## src/rtl/missile_pkg.sv

```systemverilog
// Shared types and defaults for the player missile.
// COOLDOWN is present only when MISSILE_COOLDOWN_EN is defined.
package missile_pkg;

  localparam int STEP_DEF     = 4;
  localparam int Y_START_DEF  = 440;
  localparam int Y_MIN_DEF    = 0;
  localparam int COOLDOWN_DEF = 15;

  localparam logic [7:0] FIRE_KEY = 8'h2C;

  typedef enum logic [1:0] {
    IDLE,
    FLIGHT,
`ifdef MISSILE_COOLDOWN_EN
    HIT,
    COOLDOWN
`else
    HIT
`endif
  } state_t;

endpackage

```

## src/rtl/box_hit_check.sv

```systemverilog
// Axis-aligned overlap of a point against a box given by
// center and half-size; pure combinational.
module box_hit_check (
  input  logic [9:0] ax,
  input  logic [9:0] ay,
  input  logic [9:0] bx,
  input  logic [9:0] by,
  input  logic [9:0] sx,
  input  logic [9:0] sy,
  output logic       overlap
);

  logic [10:0] dx;
  logic [10:0] dy;

  // Larger minus smaller, so the distance never wraps.
  always_comb begin
    if (ax >= bx) dx = {1'b0, ax} - {1'b0, bx};
    else          dx = {1'b0, bx} - {1'b0, ax};
    if (ay >= by) dy = {1'b0, ay} - {1'b0, by};
    else          dy = {1'b0, by} - {1'b0, ay};
  end

  assign overlap = (dx <= {1'b0, sx})
                && (dy <= {1'b0, sy});

endmodule

```

## src/rtl/player_missile.sv

```systemverilog
// Player missile: edge-triggered fire, upward flight, hit detection.
// Define MISSILE_COOLDOWN_EN to block refire after each shot.
module player_missile
  import missile_pkg::*;
#(
  parameter int MISSILE_STEP    = STEP_DEF,
  parameter int MISSILE_Y_START = Y_START_DEF,
  parameter int MISSILE_Y_MIN   = Y_MIN_DEF,
  parameter int COOLDOWN_FRAMES = COOLDOWN_DEF
) (
  input  logic       frame_clk,
  input  logic       Reset,
  input  logic [7:0] keycode,
  input  logic [9:0] ShipX,
  input  logic [9:0] AlienX,
  input  logic [9:0] AlienY,
  input  logic [9:0] AlienSX,
  input  logic [9:0] AlienSY,
  output logic [9:0] MissileX,
  output logic [9:0] MissileY,
  output logic       MissileActive,
  output logic       Hit,
  output logic [7:0] HitCount
);

  localparam logic [9:0]  Y_START = 10'(MISSILE_Y_START);
  localparam logic [9:0]  STEP    = 10'(MISSILE_STEP);
  localparam logic [10:0] Y_EXIT  =
    11'(MISSILE_Y_MIN + MISSILE_STEP);

`ifdef MISSILE_COOLDOWN_EN
  localparam int CDW = (COOLDOWN_FRAMES < 1) ? 1 :
    $clog2(COOLDOWN_FRAMES + 1);
  localparam logic [CDW-1:0] CD_LOAD = CDW'(COOLDOWN_FRAMES);
  localparam state_t END_ST = COOLDOWN;
  logic [CDW-1:0] cd_q, cd_d;
`else
  localparam state_t END_ST = IDLE;
`endif

  state_t     state_q, state_d;
  logic [7:0] prev_key;
  logic [9:0] x_d, y_d;
  logic       act_d, hit_d;
  logic [7:0] cnt_d;
  logic       fire, overlap, at_top;

  box_hit_check u_hit (
    .ax      (MissileX),
    .ay      (MissileY),
    .bx      (AlienX),
    .by      (AlienY),
    .sx      (AlienSX),
    .sy      (AlienSY),
    .overlap (overlap)
  );

  assign fire   = (keycode == FIRE_KEY)
               && (prev_key != FIRE_KEY);
  assign at_top = {1'b0, MissileY} < Y_EXIT;

  always_comb begin
    state_d = state_q;
    x_d     = MissileX;
    y_d     = MissileY;
    act_d   = MissileActive;
    hit_d   = 1'b0;
    cnt_d   = HitCount;
`ifdef MISSILE_COOLDOWN_EN
    cd_d    = cd_q;
`endif
    unique case (state_q)
      IDLE: begin
        y_d = Y_START;
        if (fire) begin
          x_d     = ShipX;
          act_d   = 1'b1;
          state_d = FLIGHT;
        end
      end
      FLIGHT: begin
        if (overlap) begin
          state_d = HIT;
          hit_d   = 1'b1;
          act_d   = 1'b0;
          if (HitCount != 8'hFF)
            cnt_d = HitCount + 8'd1;
        end else if (at_top) begin
          act_d   = 1'b0;
          y_d     = Y_START;
          state_d = END_ST;
`ifdef MISSILE_COOLDOWN_EN
          cd_d    = CD_LOAD;
`endif
        end else begin
          y_d = MissileY - STEP;
        end
      end
      HIT: begin
        y_d     = Y_START;
        state_d = END_ST;
`ifdef MISSILE_COOLDOWN_EN
        cd_d    = CD_LOAD;
`endif
      end
`ifdef MISSILE_COOLDOWN_EN
      COOLDOWN: begin
        if (cd_q == '0) state_d = IDLE;
        else            cd_d    = cd_q - 1'b1;
      end
`endif
      default: state_d = IDLE;
    endcase
  end

  always_ff @(posedge frame_clk or posedge Reset) begin
    if (Reset) begin
      state_q       <= IDLE;
      prev_key      <= 8'h00;
      MissileX      <= 10'd0;
      MissileY      <= Y_START;
      MissileActive <= 1'b0;
      Hit           <= 1'b0;
      HitCount      <= 8'h00;
`ifdef MISSILE_COOLDOWN_EN
      cd_q          <= '0;
`endif
    end else begin
      state_q       <= state_d;
      prev_key      <= keycode;
      MissileX      <= x_d;
      MissileY      <= y_d;
      MissileActive <= act_d;
      Hit           <= hit_d;
      HitCount      <= cnt_d;
`ifdef MISSILE_COOLDOWN_EN
      cd_q          <= cd_d;
`endif
    end
  end

endmodule

```

## config.mk

```make
export PLATFORM = sky130hd
export DESIGN_NAME = player_missile
export DESIGN_NICKNAME = d
export VERILOG_FILES = /design/src/rtl/missile_pkg.sv /design/src/rtl/box_hit_check.sv /design/src/rtl/player_missile.sv
export SDC_FILE = /design/constraint.sdc
export NUM_CORES = 1
export LEC_CHECK = 0
export ABC_CLOCK_PERIOD_IN_PS = 5000
export CAP_MARGIN = 20
export CORE_UTILIZATION = 46
export CTS_CLUSTER_SIZE = 28
export DETAILED_ROUTE_END_ITERATION = 12
export PLACE_DENSITY = 0.77
export SLEW_MARGIN = 20
export SYNTH_ARGS = -nofsm -noshare
export SYNTH_HDL_FRONTEND = slang
export SYNTH_SLANG_ARGS = --single-unit
```

## constraint.sdc

```tcl
create_clock -name frame_clk -period 5 [get_ports frame_clk]
set_clock_uncertainty 0.2 [all_clocks]
set_input_delay 0.5 -clock frame_clk [delete_from_list [all_inputs] [get_ports frame_clk]]
set_output_delay 0.5 -clock frame_clk [all_outputs]
set_load 0.1 [all_outputs]
```

# Word level (Yosys, flattened, before mapping)
# Index checks and enable logic that the tools add are counted.
[totals] ff_bits=40 latch_bits=0 ram_bits=0 romBits=0 output_inout_bits=30 elab_cells=52 n_memories=0
[op_classes] addsub=6 n_mul=0 n_div=0 magnitude_cmp=5 eq_ne=8 n_shift=0 muxes=15 bitwise=0 reduce_logical=11
[ops] operator="10-bit by 10-bit subtractor with 11-bit output" count=4
[ops] operator="11-bit by 10-bit less-or-equal comparator with 1-bit output" count=2
[ops] operator="11-bit 2-to-1 mux" count=2
[ops] operator="10-bit >= comparator" count=2
[ops] operator="10-bit 2-to-1 mux" count=2
[ops] operator="10-bit one-hot mux with 2 select lines" count=1
[ops] operator="10-bit by 3-bit < comparator with 1-bit output (second input constant)" count=1
[ops] operator="10-bit by 3-bit subtractor with 10-bit output (second input constant)" count=1
[ops] operator="8-bit by 1-bit adder with 8-bit output (second input constant)" count=1
[ops] operator="8-bit by 6-bit equality test with 1-bit output (second input constant)" count=1
[ops] operator="8-bit by 6-bit inequality test with 1-bit output (second input constant)" count=1
[ops] operator="8-bit inequality test (second input constant)" count=1
[ops] operator="2-bit 2-to-1 mux" count=3
[ops] operator="2-bit AND reduction" count=3
[ops] operator="3-bit AND reduction" count=2
[ops] operator="1-bit 2-to-1 mux" count=5
[ops] operator="2-bit inequality test (second input constant)" count=2
[ops] operator="2-bit one-hot mux with 2 select lines" count=1
[ops] operator="2-bit nonzero test" count=2
[ops] operator="3-bit inequality test (second input constant)" count=1
[ops] operator="2-bit by 1-bit equality test with 1-bit output (second input constant)" count=1
[ops] operator="2-bit equality test (second input constant)" count=1
[ops] operator="1-bit logical AND" count=2
[ops] operator="2-bit zero test" count=1
[ops] operator="other kinds (2)" count=2

# Logic depth before layout (Yosys ltp)
[logic_depth] depth_word=6 ltp_mapped=22 depth_no_buf=19

# Modules after synthesis
# A second synthesis with hierarchy kept.
[unflattened] hier_cells=469 hier_area_um2=4073.9
[modules_own_cells] module="box_hit_check" n_inst=1 cells_each=341 area_per_inst_um2=2484.9 seq_area_each_um2=0.0
[modules_own_cells] module="player_missile" n_inst=1 cells_each=128 area_per_inst_um2=1589.0 seq_area_each_um2=957.2

# Least setup slack after synthesis
# No wires, ideal clock.
[synth_path] path_kind="reg-to-reg" start="register MissileY[2]" end="register HitCount[4]" setup_time_ns=0.159 arrival_time_ns=4.905 required_ns=4.641 slack_ns=-0.264 stages_incl_launch_ff=19 path_buffers=2 synth_period_minus_slack_ns=5.264 cell_sequence="dfrtp_1 -> ha_1 -> nor3b_1 -> o22ai_1 -> nor3_1 -> nor3_1 -> buf_2 -> mux2i_1 -> xnor2_1 -> ha_1 -> a21o_1 -> a21o_1 -> a211o_1 -> a2111oi_0 -> nor2_1 -> nor4_4 -> buf_2 -> nand4_1 -> xnor2_1"
[synth_between] elab_chain_len=5 elab_cells_between_ends=7 classes_between="2 x add/sub; 2 x order compare; 1 x mux; 2 x reduce/logical"
[synth_lines] item="start, declared" line_no="player_missile.sv:20" source="output logic [9:0] MissileY,"
[synth_lines] item="start signal, assigned" line_no="player_missile.sv:132" source="MissileY <= y_d;"
[synth_lines] item="10-bit by 10-bit subtractor with 11-bit output, or another cell as far along" line_no="box_hit_check.sv:21" source="else dy = {1'b0, by} - {1'b0, ay};"
[synth_lines] item="11-bit 2-to-1 mux (*)" line_no="box_hit_check.sv:20" source="if (ay >= by) dy = {1'b0, ay} - {1'b0, by};"
[synth_lines] item="11-bit by 10-bit less-or-equal comparator with 1-bit output (*)" line_no="box_hit_check.sv:25" source="&& (dy <= {1'b0, sy});"
[synth_lines] item="1-bit logical AND (*)" line_no="box_hit_check.sv:25"
[synth_lines] item="3-bit AND reduction (no line) (*)"
[synth_lines] item="end signal, assigned" line_no="player_missile.sv:135" source="HitCount <= cnt_d;"
[synth_lines] item="end, declared" line_no="player_missile.sv:23" source="output logic [7:0] HitCount"
# Every way passes the cells marked *; elsewhere a longest branch is shown, timed or not.
# A chain may end at the register's enable or synchronous reset.

# Worst setup path in the final report
[layout_path] start="input AlienX[2]" end="register MissileY[6]"
[layout_between] elab_chain_len=6 elab_cells_between_ends=8 classes_between="2 x add/sub; 2 x order compare; 1 x eq/ne; 1 x mux; 2 x reduce/logical"
[layout_lines] item="start, declared" line_no="player_missile.sv:15" source="input logic [9:0] AlienX,"
[layout_lines] item="10-bit by 10-bit subtractor with 11-bit output, or another cell as far along" line_no="box_hit_check.sv:19" source="else dx = {1'b0, bx} - {1'b0, ax};"
[layout_lines] item="11-bit 2-to-1 mux (*)" line_no="box_hit_check.sv:18" source="if (ax >= bx) dx = {1'b0, ax} - {1'b0, bx};"
[layout_lines] item="11-bit by 10-bit less-or-equal comparator with 1-bit output (*)" line_no="box_hit_check.sv:24" source="assign overlap = (dx <= {1'b0, sx})"
[layout_lines] item="1-bit logical AND (*)" line_no="box_hit_check.sv:25"
[layout_lines] item="2-bit inequality test (no line) (*)"
[layout_lines] item="2-bit AND reduction (no line) (*)"
# Marks and branches as above.

==> reports/results.ini <==
[outcome]
outcome=finished clean

[worst_setup_path]
cpPeakStageDelay_ns=0.48
regToRegSetupSlack_ns=0.43
arrival_ns=4.78
reg2reg_depth=19
path_max_fanout=6
rr_startpoint=MissileY[8]$_DFFE_PP1P_
critPathLaunchType=input port
cp_slowest_cell=clkdlybuf4s50_1
crit_required_ns=5.02
worstPathCellList=clkdlybuf4s50_1 > inv_1 > ha_1 > nand2_1 > o21ai_1 > a21oi_2 > o21bai_4 > mux2i_1 > o21ai_0 > a21oi_1 > xnor2_1 > ha_1 > nand4_1 > nor2_1 > nand3_1 > o21ai_0 > a31oi_2 > o41a_1 > or4b_1 > a21oi_1
crit_type=input port to register
r2r-end=HitCount[5]$_DFFE_PP0P_
end_kind=register

[timing]
slew_headroom_pct=34.71
max_slew.worst_pin.slew_ns=0.9763
final_hold_viol_count=0
fin_ws_ns=0.2337
maxSlewViolCount=0
fin_crit_sh_pct=95.33
finalSetupViolations=0
fin_crit_ns=4.766
clock.fmax_mhz=209.8

[routing]
wl_um=10700
vias=3784
drtIter0Drc=186
drc_errors=0
wl_per_cell_um=14.91
dr.pass1.iters=4
antenna_left=0
vias_per_cell=5.270

[global_route]
grt_overflow_total=0
grt_pass1_vias=3698
grtUsageTotal_pct=24.37
grt_pass1_wl_um=16730
antenna_found_initial=0
grt_max_degree=39
top_usage_layer=met2
grtUsageMet1_pct=31.67
met3_usage_pct=2.602
met2_usage_pct=41.91

[layout]
final_layout_size_suffix_gt1_share_pct=20.23
postLayoutCoreUtil_pct=68.82
final_cell_mix=clkdlybuf4s50_1, buf_4, inv_1
fillers=658
fin_cells=718
nNetsFinal=735
antennaDiodeCount=0
area_growth_pct=45.91
layout.cells.most_common=clkdlybuf4s50_1
multi_input_area_mm2=0.002668
register_area_um2=965.9

[logic_synthesis]
synth.avg_cell_area_um2=8.494
synth_edf_count=0
yosysWarningCount=0
syn-cell-area_mm2=0.003856
yosysSeqAreaShare_pct=24.82
synth_ff_type=dfrtp_1
ys_ff_latch=38
synth_area_leader_cell=dfrtp_1
ys_types=63
netlist.area_leader.share_pct=21.41
async_reset_ff_share_pct=100.0
syn_inst=454
synth.area.top_cells=dfrtp_1, ha_1, inv_1

[placement]
dp.cells=704
place_congestion=0.9219
port_buffers=87
post-place-ws_ns=-0.3517
dp_hpwl_um=8440

[power_and_ir_drop]
total_power_uw=1728
power.density_mw_per_mm2=307.1
leakage_uw=0.002821
irDropWorstVdd_v=0.0003488

[clock_network]
clockBufferDepth=2
htreeDepth=2
cts_tree=built
postCtsHoldBufs=0
ctsRootBufferMaster=clkbuf_8
clock_sinks=38
clkLatencyLatePin_ns=0.30
numCtsBuffers=5
cts.clk_slew.worst_paths_ns=0.08

[job]
maxCapViolations=0

[worst_hold_path]
whs_endpoint=HitCount[6]$_DFFE_PP0P_
hold_class=register to register
worstHoldStart=HitCount[6]$_DFFE_PP0P_
min_path_cells=1

[floorplanning]
core_area_mm2=0.008175
start_util_pct=47.17
dieArea_mm2=0.008753
die_w_um=93.56
io_pins=90
row_count=33
die_h_um=93.56

-- area by class of cell --
cell class                      instances  share of cell area (%)
Sequential cell                        38                   17.17
Multi-Input combinational cell        336                   47.41
Tap cell                              105                   2.335
Clock buffer                            6                   1.468
Clock inverter                          2                   1.067
Timing Repair Buffer                  164                   26.08
Inverter                               67                   4.470
-- what timing repair did --
item / in CTS / in global routing
pin swaps: 1 / 15
resized for setup: 3 / 21
setup endpoints to repair: 3 / 18
setup buffers: 0 / 4
cloned: 0 / 2
-- state kept, by name, indices dropped and copies added, names as in the netlist --
register and cells:
MissileX 10, HitCount 8, MissileY 8, prev_key 8, state_q 2, Hit 1
MissileActive 1
-- critical path: cells and delay by family --
family | cells | cell delay, ns
compound gates | 9 | 1.79
xor+xnor | 1 | 0.17
fa+ha+maj | 2 | 0.69
buf+inv | 2 | 0.54
mux | 1 | 0.28
simple gates | 5 | 0.79
-- stage by stage --
| step | cell area (µm²) | TNS, ns | hold WS (ns) |
|---|---|---|---|
| after floorplan | 3887 | 0 | 0.2941 |
| after global placement | 5329 | -2.267 | 0.2848 |
| after detailed placement | 5329 | -4.633 | 0.3000 |
| after CTS | 5483 | 0 | 0.3179 |
| after global routing | 5627 | -0.01946 | 0.3407 |
| final | 5627 | 0 | 0.3140 |
-- how the worst max path moves through the flow --
stage	slack (ns)	from	to
after global routing	-0.01	AlienX[2]	MissileY[6]$_DFFE_PP0P_
after detailed placement	-0.35	AlienY[3]	MissileY[4]$_DFFE_PP1P_
after CTS	0.05	AlienY[8]	MissileY[4]$_DFFE_PP1P_
final	0.23	AlienX[2]	MissileY[6]$_DFFE_PP0P_
after floorplan	0.00008	MissileY[3]$_DFFE_PP1P_	MissileY[9]$_DFFE_PP0P_
after global placement	-0.21	AlienY[3]	MissileY[4]$_DFFE_PP1P_
-- power by group --
| group | internal [µW] | switching, µW | leakage [µW] |
|---|---|---|---|
| clock network | 213 | 112 | 0.0000714 |
| logic | 435 | 597 | 0.00230 |
| registers | 339 | 32.0 | 0.000447 |
| total | 987 | 741 | 0.00282 |
-- synth_stat cells, drive strengths merged, types with 4 or more instances --
cell type and count:
a21o 14, dfrtp 33, or2 4, and3 6, nor2b 5, xor2 6
ha 61, nor3 6, o31ai 4, o21a 4, mux2 9, mux2i 10
and2 5, dfstp 5, o21ai 34, buf 10, a21oi 34, inv 67
nand3 11, nand4 12, clkbuf 6, xnor2 15, nor2 18, nand2 30
-- layer usage --
| layer | wire (µm) | vias up |
|---|---|---|
| met4 | 173 | 0 |
| met5 | 0 | - |
| met3 | 425 | 13 |
| li1 | - | 1899 |
| met1 | 4988 | 1749 |
| met2 | 5115 | 123 |
-- logic make-up (layout without fill, tap and decap cells) --
group / count (synthesis) / in the layout / share of synthesized area (%)
buffers and inverters: 83 / 239 / 9.020
XOR/XNOR: 21 / 21 / 4.770
AND/OR/NAND/NOR: 111 / 111 / 15.41
flip-flops: 38 / 38 / 24.82
adder cells (fa/ha/maj): 63 / 63 / 20.83
AO/OA/AOI/OAI: 117 / 118 / 19.63
multiplexers: 19 / 19 / 5.321
other: 2 / 4 / 0.1948
Power figures use the tool's default switching activity.
